<file path="config.mk">
export PLATFORM = sky130hd
export DESIGN_NAME = hazard_ctrl
export DESIGN_NICKNAME = d
export VERILOG_FILES = /design/src/rtl/pipe_pkg.sv /design/src/rtl/hazard_ctrl_mdu_seq.sv /design/src/rtl/hazard_ctrl.sv
export SDC_FILE = /design/constraint.sdc
export NUM_CORES = 1
export LEC_CHECK = 0
export BUFFER_PORTS_ARGS = -buffer_cell sky130_fd_sc_hd__buf_2
export CORE_ASPECT_RATIO = 1.4
export CORE_MARGIN = 10
export CORE_UTILIZATION = 52
export DETAILED_ROUTE_END_ITERATION = 8
export PLACE_DENSITY = 0.81
export SKIP_CTS_REPAIR_TIMING = 1
export SLEW_MARGIN = 10
export SYNTH_ARGS = -nofsm -noshare
export SYNTH_HDL_FRONTEND = slang
export SYNTH_SLANG_ARGS = --single-unit
</file>
<file path="constraint.sdc">
create_clock -name clk -period 6.3 [get_ports clk]
set_clock_uncertainty 0.2 [all_clocks]
set_input_delay 1.26 -clock clk [delete_from_list [all_inputs] [get_ports clk]]
set_output_delay 1.26 -clock clk [all_outputs]
set_load 0.1 [all_outputs]
</file>
<file path="src/rtl/pipe_pkg.sv">
// Shared pipeline types and constants for the hazard/stall control slice.
package pipe_pkg;

  // MDU sequencer states
  typedef enum logic [1:0] {
    IDLE = 2'd0,
    BUSY = 2'd1,
    DONE = 2'd2
  } mdu_state_t;

  localparam logic [31:0] NOP_INSTR = 32'h0;
  localparam logic [4:0]  REG_ZERO  = 5'd0;

endpackage

</file>
<file path="src/rtl/hazard_ctrl_mdu_seq.sv">
// Multi-cycle mult/div sequencer: IDLE/BUSY/DONE FSM with a down-counter.
module mdu_seq
  import pipe_pkg::*;
#(
  parameter int unsigned MDU_CYCLES = 32,
  parameter int unsigned CNT_W      = 6
) (
  input  logic       clk,
  input  logic       reset,
  input  logic       start,
  output mdu_state_t state,
  output logic       mdu_busy,
  output logic       mdu_done
);

  localparam logic [CNT_W-1:0] CNT_LOAD = CNT_W'(MDU_CYCLES - 1);

  mdu_state_t       state_nxt;
  logic [CNT_W-1:0] cnt, cnt_nxt;

  // Next-state and counter update; start is ignored while BUSY
  always_comb begin
    state_nxt = state;
    cnt_nxt   = cnt;
    unique case (state)
      IDLE: begin
        if (start) begin
          cnt_nxt   = CNT_LOAD;
          state_nxt = BUSY;
        end
      end
      BUSY: begin
        cnt_nxt = cnt - 1'b1;
        if (cnt == CNT_W'(1)) state_nxt = DONE;
      end
      DONE: begin
        if (start) begin
          cnt_nxt   = CNT_LOAD;
          state_nxt = BUSY;
        end else begin
          state_nxt = IDLE;
        end
      end
      default: begin
        state_nxt = IDLE;
        cnt_nxt   = '0;
      end
    endcase
  end

  // State, counter and registered status flags (flags decoded from next state)
  always_ff @(posedge clk) begin
    if (reset) begin
      state    <= IDLE;
      cnt      <= '0;
      mdu_busy <= 1'b0;
      mdu_done <= 1'b0;
    end else begin
      state    <= state_nxt;
      cnt      <= cnt_nxt;
      mdu_busy <= (state_nxt == BUSY);
      mdu_done <= (state_nxt == DONE);
    end
  end

endmodule

</file>
<file path="src/rtl/hazard_ctrl.sv">
// Pipeline stall/flush sequencer: load-use, MDU hold and redirect control.
module hazard_ctrl
  import pipe_pkg::*;
#(
  parameter int unsigned MDU_CYCLES = 32,
  parameter int unsigned CNT_W      = 6,
  parameter int unsigned PERF_W     = 16
) (
  input  logic              clk,
  input  logic              reset,
  input  logic [4:0]        id_rs,
  input  logic [4:0]        id_rt,
  input  logic              id_uses_rt,
  input  logic              id_jump,
  input  logic              id_mdu_op,
  input  logic [4:0]        ex_rt,
  input  logic              ex_memread,
  input  logic              ex_branch_taken,
  input  logic              ex_mdu_start,
  output logic              pc_en,
  output logic              ifid_en,
  output logic              ifid_flush,
  output logic              idex_flush,
  output logic              mdu_busy,
  output logic              mdu_done,
  output logic [PERF_W-1:0] stall_cycles
);

  mdu_state_t state;
  logic       load_use, mdu_hold, stall;

  mdu_seq #(
    .MDU_CYCLES (MDU_CYCLES),
    .CNT_W      (CNT_W)
  ) u_mdu_seq (
    .clk      (clk),
    .reset    (reset),
    .start    (ex_mdu_start),
    .state    (state),
    .mdu_busy (mdu_busy),
    .mdu_done (mdu_done)
  );

  // Hazard detection terms
  always_comb begin
    load_use = ex_memread && (ex_rt != REG_ZERO) &&
               ((ex_rt == id_rs) || (id_uses_rt && (ex_rt == id_rt)));
    mdu_hold = id_mdu_op && ((state != IDLE) || ex_mdu_start);
    stall    = load_use || mdu_hold;
  end

  // Prioritised pipeline control: reset > branch > stall > jump > run
  always_comb begin
    pc_en      = 1'b1;
    ifid_en    = 1'b1;
    ifid_flush = 1'b0;
    idex_flush = 1'b0;
    if (reset || ex_branch_taken) begin
      ifid_flush = 1'b1;
      idex_flush = 1'b1;
    end else if (stall) begin
      pc_en      = 1'b0;
      ifid_en    = 1'b0;
      idex_flush = 1'b1;
    end else if (id_jump) begin
      ifid_flush = 1'b1;
    end
  end

  // Saturating count of cycles with the PC frozen
  always_ff @(posedge clk) begin
    if (reset) begin
      stall_cycles <= '0;
    end else if (!pc_en && (stall_cycles != '1)) begin
      stall_cycles <= stall_cycles + 1'b1;
    end
  end

endmodule

</file>
==> flow_metrics.env <==
export IMPL_status="finished, final reports clean"
export IMPL_grt_busiest_layer="met2"
export IMPL_max_freq_mhz=221
export IMPL_core_sq_mm=0.00264
export IMPL_grt_usage_pct=13.8
export IMPL_drtPass1Iterations=4
export IMPL_crit_path_start_kind="input port"
export IMPL_via_per_inst=5.74
export IMPL_layout_drive_gt1_share_pct=25.7
export IMPL_hold_viol_final=0
export IMPL_synth_top_area_cell="dfxtp_1"
export IMPL_clk_latency_ns=0.31
export IMPL_crit_fanout=16
export IMPL_row_count=22
export IMPL_met1_usage_pct=13.1
export IMPL_htreeDepth=1
export IMPL_pwr_share_seq_pct=53.8
export IMPL_register_area_sq_um=520
export IMPL_clock_sinks=26
export IMPL_hpwl_mm=2.99
export IMPL_hold_class="register to register"
export IMPL_drc=0
export IMPL_synth_top_cell_area_share_pct=35.9
export IMPL_nets=245
export IMPL_grt_overflow_total=0
export IMPL_dpl_worst_slack_ns=1.79
export IMPL_tightestPinTransition_ns=0.586
export IMPL_syn_area_sq_mm=0.00145
export IMPL_pwr_share_clk_pct=25.1
export IMPL_final_min_clock_period_ns=4.52
export IMPL_multi_input_area_sq_um=865
export IMPL_fill_cells=250
export IMPL_setup_viol=0
export IMPL_slew_headroom_pct=60.6
export IMPL_seq_area_frac_synth_pct=35.9
export IMPL_timing_final_max_slew_violations=0
export IMPL_yosys_top_cells_area="dfxtp_1 36%, xnor2_1 6.0%, a21oi_1 4.8%"
export IMPL_p_leak_uw=0.000684
export IMPL_ys_seq_elements=26
export IMPL_ant_nets=0
export IMPL_netlist_instances=177
export IMPL_grt_pass1_vias=1380
export IMPL_cts_root_buf="clkbuf_4"
export IMPL_maxCapViolations=0
export IMPL_ys_flop_type="dfxtp_1"
export IMPL_yosys_warnings=0
export IMPL_num_vias=1458
export IMPL_port_buffers=44
export IMPL_worstPathRequired_ns=4.84
export IMPL_final_util_pct=64.7
export IMPL_cts_buffers=3
export IMPL_fin_crit_sh_pct=71.7
export IMPL_critPathKind="input port to primary output"
export IMPL_layout_setup_ws_ns=1.78
export IMPL_met2_usage_pct=26.7
export IMPL_p_sw_uw=98.7
export IMPL_combinationalPowerShare_pct=21.1
export IMPL_totalWireLength_mm=3.73
export IMPL_syn_num_nets=203
export IMPL_antenna_found_initial=0
export IMPL_ios=45
export IMPL_p_sw_share_pct=30.2
export IMPL_worstPathArrival_ns=3.06
export IMPL_cts_tree="yes"
export IMPL_met3_usage_pct=4.58
export IMPL_power_density_mw_per_mm2=191
export IMPL_tns_ns=0
export IMPL_fp_dieH_microns=82.5
export IMPL_synth_edff_count=0
export IMPL_worst_hold_slack_ns=0.294
export IMPL_ir_drop_mv=0.148
export IMPL_grt_pass1_wl_mm=6.05
export IMPL_rsz0062_at_grt="false"
export IMPL_wl_per_cell_microns=14.7
export IMPL_n_antenna_cell=0
export IMPL_async_reset_ff_share_pct=0
export IMPL_drt_iter0_markers=57
export IMPL_routabilityCongestion=0.984
export IMPL_clock_path_buffers=2
export IMPL_area_growth_pct=18.0
export IMPL_critPathCaptureType="primary output"
export IMPL_syn_avg_cell_area_sq_um=8.19
export IMPL_design_die_area_sq_mm=0.00533
export IMPL_die_x_microns=64.6
export IMPL_internal_power_uw=228
export IMPL_yosysUniqueCellTypes=47
export IMPL_grt_max_degree=27
export IMPL_initial_core_util_pct=54.8
export IMPL_clk_pin_slew_ns=0.13
critical path: stages:
cell and delay [ns]:
buf_2 0.12, or4_1 0.52, o21ai_1 0.19, o21a_2 0.32
nand2b_1 0.19, buf_2 0.45
per-stage QoR:
step / cell area, sq um / total power, uW / instances
2_1_floorplan: 1450 / 230 / 177
5_1_grt: 1710 / 342 / 254
3_5_place_dp: 1670 / 248 / 250
4_1_cts: 1710 / 331 / 254
6_report: 1710 / 326 / 254
3_3_place_gp: 1670 / 245 / 250
worst paths after layout:
kind | start | to | slack [ns] | cells past startpoint
setup / recovery | ex_rt[1] | ifid_en | 1.78 | 6
setup reg to reg | stall_cycles[6] | stall_cycles[15] | 4.09 | 5
hold / removal | u_mdu_seq.cnt[3] | u_mdu_seq.cnt[3] | 0.29 | 2
hold reg to reg | u_mdu_seq.cnt[3] | u_mdu_seq.cnt[3] | 0.29 | 2
metal layers:
layer,vias up,wire length [microns]
li1,730,-
met1,683,1470
met2,41,1960
met3,4,258
met4,0,48
met5,-,0
cells in the final DEF (no fill, tap or decap), drive strengths merged, types with 2 or more instances in the layout:
cell type / count
buf: 44
dfxtp: 26
nand2: 17
nor2: 16
a21oi: 14
o21ai: 12
xnor2: 10
nand3: 8
or3: 7
inv: 6
nor4: 5
nor3: 4
a31oi: 4
clkbuf: 4
or4: 3
nand4: 3
o31ai: 3
nor2b: 3
ha: 3
and4: 3
mux2: 2
mux2i: 2
o311ai: 2
o21a: 2
cells by family after synthesis:
| group | count (synthesis) | share of synthesized area (%) |
|---|---|---|
| xor+xnor | 11 | 6.65 |
| fa+ha+maj | 3 | 2.59 |
| flops | 26 | 35.9 |
| mux | 4 | 2.94 |
| compound gates | 46 | 20.8 |
| simple gates | 74 | 26.7 |
| buf+inv | 13 | 4.40 |
power groups by stage:
stage / Combinational (uW) / Sequential [uW] / Clock [uW]
after CTS: 68.8 / 176 / 86.3
after detailed placement: 68.6 / 179 / 0
after global placement: 66.4 / 179 / 0
final: 68.9 / 176 / 81.9
after global routing: 75.0 / 177 / 90.5
after floorplan: 45.4 / 185 / 0
synth_stat cells (2+ instances only):
cell type	instances
dfxtp_1	26
nand2_1	16
nor2_1	16
a21oi_1	14
o21ai_0	11
xnor2_1	10
nand3_1	8
or3_1	7
inv_1	6
nor4_1	5
a31oi_1	4
nor3_1	4
ha_1	3
nand4_1	3
nor2b_1	3
o31ai_1	3
or4_1	3
and4_4	2
buf_2	2
mux2_2	2
mux2i_1	2
o311ai_0	2
sequential cells by signal, indices dropped and copies added (netlist names):
register / flops
u_mdu_seq.mdu_busy: 1
stall_cycles: 16
u_mdu_seq.state: 2
u_mdu_seq.mdu_done: 1
u_mdu_seq.cnt: 6
area by class of cell:
type / instances / area share, %
timing repair buffer: 44 / 12.9
multi-input combinational: 138 / 50.6
tap: 36 / 2.64
sequential: 26 / 30.5
clock buffer: 4 / 2.12
inverter: 6 / 1.32
No activity file was read; power rests on OpenSTA's default activity.
